**src/rtl/uart_rx_if.sv**
```systemverilog
// System-side bundle of the UART receiver: frame configuration in,
// received word and its one-cycle status strobes out.
interface uart_rx_if #(parameter int width = 8);
  logic [5:0]       Prescale;
  logic             Parity_EN;
  logic             Parity_type;
  logic [width-1:0] P_DATA;
  logic             Data_valid;
  logic             Parity_Error;
  logic             Stop_Error;

  modport master (
    input  Prescale, Parity_EN, Parity_type,
    output P_DATA, Data_valid, Parity_Error, Stop_Error
  );

  modport slave (
    output Prescale, Parity_EN, Parity_type,
    input  P_DATA, Data_valid, Parity_Error, Stop_Error
  );
endinterface

```
**src/rtl/uart_rx.sv**
```systemverilog
// UART receiver: start/data/parity/stop framing, 3-sample majority vote
// per bit around the bit centre, one-cycle valid/error strobes.
module uart_rx #(
  parameter int width = 8
) (
  input  logic      CLK,
  input  logic      Reset,
  input  logic      RX_IN,
  uart_rx_if.master bus
);

  localparam int CW = (width > 1) ? $clog2(width) : 1;
  localparam logic [CW-1:0] LAST_BIT = CW'(width - 1);

  localparam logic [2:0] IDLE   = 3'd0;
  localparam logic [2:0] START  = 3'd1;
  localparam logic [2:0] DATA   = 3'd2;
  localparam logic [2:0] PARITY = 3'd3;
  localparam logic [2:0] STOP   = 3'd4;

  logic             rx_meta;
  logic             rx_s;
  logic [2:0]       state;
  logic [5:0]       presc_q;
  logic             pen_q;
  logic             ptype_q;
  logic [5:0]       edge_cnt;
  logic [CW-1:0]    bit_cnt;
  logic [width-1:0] shift;
  logic             s0;
  logic             s1;
  logic             par_bad;

  logic [5:0] half;
  logic       edge_lo;
  logic       edge_mid;
  logic       edge_dec;
  logic       edge_last;
  logic       maj;
  logic       exp_par;

  // Sample points sit on the three edges around the centre of each bit;
  // the vote uses the live rx_s as its third sample.
  assign half      = {1'b0, presc_q[5:1]};
  assign edge_lo   = (edge_cnt == half - 6'd1);
  assign edge_mid  = (edge_cnt == half);
  assign edge_dec  = (edge_cnt == half + 6'd1);
  assign edge_last = (edge_cnt == presc_q - 6'd1);
  assign maj       = (s0 & s1) | (s0 & rx_s) | (s1 & rx_s);
  assign exp_par   = ptype_q ? ~(^shift) : (^shift);

  always_ff @(posedge CLK or negedge Reset) begin
    if (!Reset) begin
      rx_meta          <= 1'b1;
      rx_s             <= 1'b1;
      state            <= IDLE;
      presc_q          <= '0;
      pen_q            <= 1'b0;
      ptype_q          <= 1'b0;
      edge_cnt         <= '0;
      bit_cnt          <= '0;
      shift            <= '0;
      s0               <= 1'b0;
      s1               <= 1'b0;
      par_bad          <= 1'b0;
      bus.P_DATA       <= '0;
      bus.Data_valid   <= 1'b0;
      bus.Parity_Error <= 1'b0;
      bus.Stop_Error   <= 1'b0;
    end else begin
      rx_meta          <= RX_IN;
      rx_s             <= rx_meta;
      bus.Data_valid   <= 1'b0;
      bus.Parity_Error <= 1'b0;
      bus.Stop_Error   <= 1'b0;

      if (state != IDLE) begin
        edge_cnt <= edge_last ? 6'd0 : edge_cnt + 6'd1;
        if (edge_lo)
          s0 <= rx_s;
        if (edge_mid)
          s1 <= rx_s;
      end

      case (state)
        IDLE: begin
          if (!rx_s) begin
            state    <= START;
            edge_cnt <= '0;
            bit_cnt  <= '0;
            par_bad  <= 1'b0;
            presc_q  <= bus.Prescale;
            pen_q    <= bus.Parity_EN;
            ptype_q  <= bus.Parity_type;
          end
        end

        START: begin
          if (edge_dec && maj) begin
            state    <= IDLE;
            edge_cnt <= '0;
          end else if (edge_last) begin
            state <= DATA;
          end
        end

        DATA: begin
          if (edge_dec)
            shift <= {maj, shift[width-1:1]};
          if (edge_last) begin
            if (bit_cnt == LAST_BIT) begin
              bit_cnt <= '0;
              state   <= pen_q ? PARITY : STOP;
            end else begin
              bit_cnt <= bit_cnt + CW'(1);
            end
          end
        end

        PARITY: begin
          if (edge_dec)
            par_bad <= (maj != exp_par);
          if (edge_last)
            state <= STOP;
        end

        // Leave at the stop-bit decision so a back-to-back start edge is seen.
        STOP: begin
          if (edge_dec) begin
            state            <= IDLE;
            edge_cnt         <= '0;
            bus.Stop_Error   <= ~maj;
            bus.Parity_Error <= par_bad;
            if (maj && !par_bad) begin
              bus.Data_valid <= 1'b1;
              bus.P_DATA     <= shift;
            end
          end
        end

        default: begin
          state    <= IDLE;
          edge_cnt <= '0;
        end
      endcase
    end
  end

endmodule

```
**src/flat_wrapper.sv**
```systemverilog
// flat-port wrapper written by rule: the top's interface ports become plain ports
module uart_rx_flat 
#(
  parameter int width = 8
)
  (CLK, Reset, RX_IN, bus_Prescale, bus_Parity_EN, bus_Parity_type, bus_P_DATA, bus_Data_valid, bus_Parity_Error, bus_Stop_Error);
  uart_rx_if #(.width(width)) bus_i ();
  input  logic CLK;
  input  logic Reset;
  input  logic RX_IN;
  input wire logic [$bits(bus_i.Prescale)-1:0] bus_Prescale;
  input wire logic [$bits(bus_i.Parity_EN)-1:0] bus_Parity_EN;
  input wire logic [$bits(bus_i.Parity_type)-1:0] bus_Parity_type;
  output wire logic [$bits(bus_i.P_DATA)-1:0] bus_P_DATA;
  output wire logic [$bits(bus_i.Data_valid)-1:0] bus_Data_valid;
  output wire logic [$bits(bus_i.Parity_Error)-1:0] bus_Parity_Error;
  output wire logic [$bits(bus_i.Stop_Error)-1:0] bus_Stop_Error;
  assign bus_i.Prescale = bus_Prescale;
  assign bus_i.Parity_EN = bus_Parity_EN;
  assign bus_i.Parity_type = bus_Parity_type;
  assign bus_P_DATA = bus_i.P_DATA;
  assign bus_Data_valid = bus_i.Data_valid;
  assign bus_Parity_Error = bus_i.Parity_Error;
  assign bus_Stop_Error = bus_i.Stop_Error;
  uart_rx #(.width(width)) u_core (.CLK(CLK), .Reset(Reset), .RX_IN(RX_IN), .bus(bus_i));
endmodule
```
**config.mk**
```make
export PLATFORM = sky130hd
export DESIGN_NAME = uart_rx_flat
export DESIGN_NICKNAME = d
export VERILOG_FILES = /design/src/rtl/uart_rx_if.sv /design/src/rtl/uart_rx.sv /design/src/flat_wrapper.sv
export SDC_FILE = /design/constraint.sdc
export NUM_CORES = 1
export LEC_CHECK = 0
export CAP_MARGIN = 20
export CORE_MARGIN = 10
export CORE_UTILIZATION = 55
export CTS_CLUSTER_DIAMETER = 30
export DETAILED_ROUTE_END_ITERATION = 7
export GPL_ROUTABILITY_DRIVEN = 0
export PLACE_DENSITY_LB_ADDON = 0.1
export SLEW_MARGIN = 20
export SYNTH_ARGS = -nofsm -noshare
export SYNTH_HDL_FRONTEND = slang
export SYNTH_SLANG_ARGS = --single-unit
```
**constraint.sdc**
```tcl
create_clock -name CLK -period 2.6 [get_ports CLK]
set_input_delay 0.52 -clock CLK [delete_from_list [all_inputs] [get_ports CLK]]
set_output_delay 0.52 -clock CLK [all_outputs]
set_load 0.05 [all_outputs]
```
==> results.py <==
metrics = {
    "run": {
        "maxCapViolCount": 0,
    },
    "clock_network": {
        "postCtsHoldBufs": 0,
        "clk_pin_slew_ns": 0.08,
        "cts_buffers": 5,
        "cts_tree": "built",
        "clk_path_buf_depth": 2,
        "cts_setup_buffers": 0,
        "clk_latency_ns": 0.29,
        "clock-root-buffer": "clkbuf_8",
        "cts.sinks": 44,
        "cts.repair.resized": 0,
        "htreeDepth": 2,
    },
    "setup_path": {
        "critPathKind": "flip-flop to flip-flop",
        "path_max_fanout": 9,
        "worstPathRequired_ns": 2.78,
        "r2r_cells": 8,
        "start_kind": "flip-flop",
        "arrival_ns": 2.57,
        "end_kind": "flip-flop",
    },
    "timing": {
        "setup_tns_ns": 0,
        "tightest_slew_ns": 0.565,
        "hold_slack_ns": 0.178,
        "max_freq_ghz": 0.419,
        "hold_viol": 0,
        "skew_ns": 0.00796,
        "rsz0062_at_grt": "no",
        "slew-limit-headroom_pct": 62.0,
        "period_share_pct": 91.9,
        "post-route-min-period_ns": 2.39,
        "setup_viol": 0,
        "slew_violations": 0,
    },
    "layout": {
        "finalNetCount": 282,
        "nFillCells": 357,
        "diodes": 0,
        "instances_no_fill": 316,
        "design_area_um2": 2830,
        "multi_input_area_um2": 1270,
        "area_growth_pct": 15.0,
        "drive_gt1_share_pct": 17.8,
        "final-seq-area_um2": 1100,
    },
    "yosys": {
        "yosys-top-cells-area": "dfrtp_1 (43%), mux2_2 (9.6%), xnor2_1 (7.5%)",
        "synth_edf_count": 0,
        "synthFlopType": "dfrtp_1",
        "synthesis.nets": 259,
        "avgSynthCellArea_um2": 10.2,
        "synth-seq-area-share_pct": 44.8,
        "synth-seq-cells": 44,
        "synth_area_um2": 2460,
        "synth.most_common_cell": "dfrtp_1",
        "synthDistinctLibCells": 47,
        "synth.top_cells.by_count": "dfrtp_1 (42), mux2_2 (21), xnor2_1 (21)",
        "synth_warnings": 0,
        "yosysTopAreaCellShare_pct": 42.7,
        "synth-async-reset-ratio_pct": 100,
        "yosys.area.top_type": "dfrtp_1",
        "netlist_instances": 241,
    },
    "run_status": {
        "status": "completed",
    },
    "power_and_ir_drop": {
        "peakVddDrop_uv": 557,
        "power_mw": 2.74,
        "leakagePower_nw": 1.24,
        "p_per_area_nw_per_um2": 969,
    },
    "place": {
        "dpl.hpwl_mm": 3.53,
        "placedCellCount": 309,
        "placed_area_um2": 2750,
        "io_buffers": 21,
    },
    "detailed_routing": {
        "via_per_inst": 5.67,
        "vias": 1791,
        "drcViolationCount": 0,
        "drt_first_pass_iters": 4,
        "drtIter0Drc": 91,
        "routed_wirelength_mm": 4.84,
        "antenna_left": 0,
        "routedWlPerCell_um": 15.3,
    },
    "grt": {
        "grtUsageTotal_pct": 13.6,
        "antenna_found_initial": 0,
        "grt_first_pass_wirelength_mm": 8.37,
        "grt_overflow": 0,
        "grt_max_degree": 25,
        "grt_pass1_vias": 1749,
    },
    "floorplanning": {
        "die_w_um": 86.9,
        "dieHeight_um": 86.9,
        "rows": 24,
        "initial_core_util_pct": 56.5,
        "core-area_um2": 4350,
        "boundaryPins": 22,
        "die_area_um2": 7550,
    },
    "worst_hold_path": {
        "hp-class": "primary input to asynchronous set/reset pin",
    },
}
-- worst max-delay path, cell delays in order, from the launching register on --
cell and delay (ns):
dfrtp_1 0.44, inv_1 0.13, ha_1 0.32, xor2_1 0.16
nor2_1 0.11, nand4_1 0.22, nor4_4 0.33, buf_4 0.23
mux2_2 0.35
-- area by class of cell --
| cell class | instances | area share (%) |
|---|---|---|
| Multi-Input combinational cell | 174 | 45.0 |
| Sequential cell | 44 | 39.0 |
| Timing Repair Buffer | 30 | 9.64 |
| Clock buffer | 5 | 2.43 |
| Tap cell | 52 | 2.30 |
| Inverter | 9 | 1.19 |
| Clock inverter | 2 | 0.442 |
-- metal layers --
layer	vias up	share of wire, %	track usage, %
li1	901	-	-
met1	851	50	19.3
met2	34	44	19.5
met3	5	4.7	4.12
met4	0	1.0	3.53
met5	-	0	0
-- metrics by stage --
stage | setup WS [ns] | utilization (%)
6_report | 0.212 | 65.0
2_1_floorplan | 0.218 | -
4_1_cts | 0.121 | 65.0
3_3_place_gp | 0.215 | 63.1
5_1_grt | 0.00179 | 65.0
3_5_place_dp | 0.134 | 63.1
-- state kept, by name, indices dropped and copies added (netlist names), 3 cells and up --
signal	count
u_core.shift	8
u_core.presc_q	6
u_core.bit_cnt	3
u_core.state	3
u_core.bus.P_DATA	8
u_core.edge_cnt	6
-- power breakdown --
group / internal, mW / total, mW / switching (mW)
Sequential: 0.831 / 1.10 / 0.270
Clock: 0.182 / 0.413 / 0.231
Combinational: 0.608 / 1.23 / 0.620
Total: 1.62 / 2.74 / 1.12
-- final timing paths --
check	end	slack [ns]	start
max	u_core.bus.P_DATA[5]	0.21	u_core.presc_q[1]
min	u_core.edge_cnt[1]	0.18	Reset
max reg2reg	u_core.bus.P_DATA[5]	0.21	u_core.presc_q[1]
min reg2reg	u_core.rx_s	0.36	u_core.rx_meta
max in group asynchronous	u_core.rx_s	1.68	Reset
min in group CLK	u_core.rx_s	0.36	u_core.rx_meta
-- logic make-up after synthesis --
family                     Yosys count  share of synthesized area (%)
buffers and inverters               23                           3.71
xor gates and xnor gates            28                           9.96
AOI/OAI and AO/OA                   41                           10.9
DFF                                 44                           44.8
and+or+nand+nor                     74                           16.2
muxes                               23                           10.4
adders and majority gates            8                           3.97
-- cells in the final DEF, fill, tap and decap left out, types with 2 or more instances in the layout --
cell type	synthesis	layout
or4_1	3	3
nand2_1	20	20
nand4_1	3	3
mux2i_1	2	2
mux2_2	21	21
nor4_1	4	3
and3_1	3	2
clkbuf_8	0	5
a21o_1	2	2
xor2_1	7	7
a31oi_1	3	3
nand3_1	10	10
o21ai_0	15	15
xnor2_1	21	21
nor3_1	4	4
clkdlybuf4s50_1	0	20
ha_1	7	7
nor2_1	14	14
or3_1	2	2
nand3b_1	3	3
dfstp_2	2	2
buf_4	0	9
dfrtp_1	42	42
a21oi_1	7	7
a311oi_1	2	2
inv_1	9	9
Power figures use the tool's default switching activity.
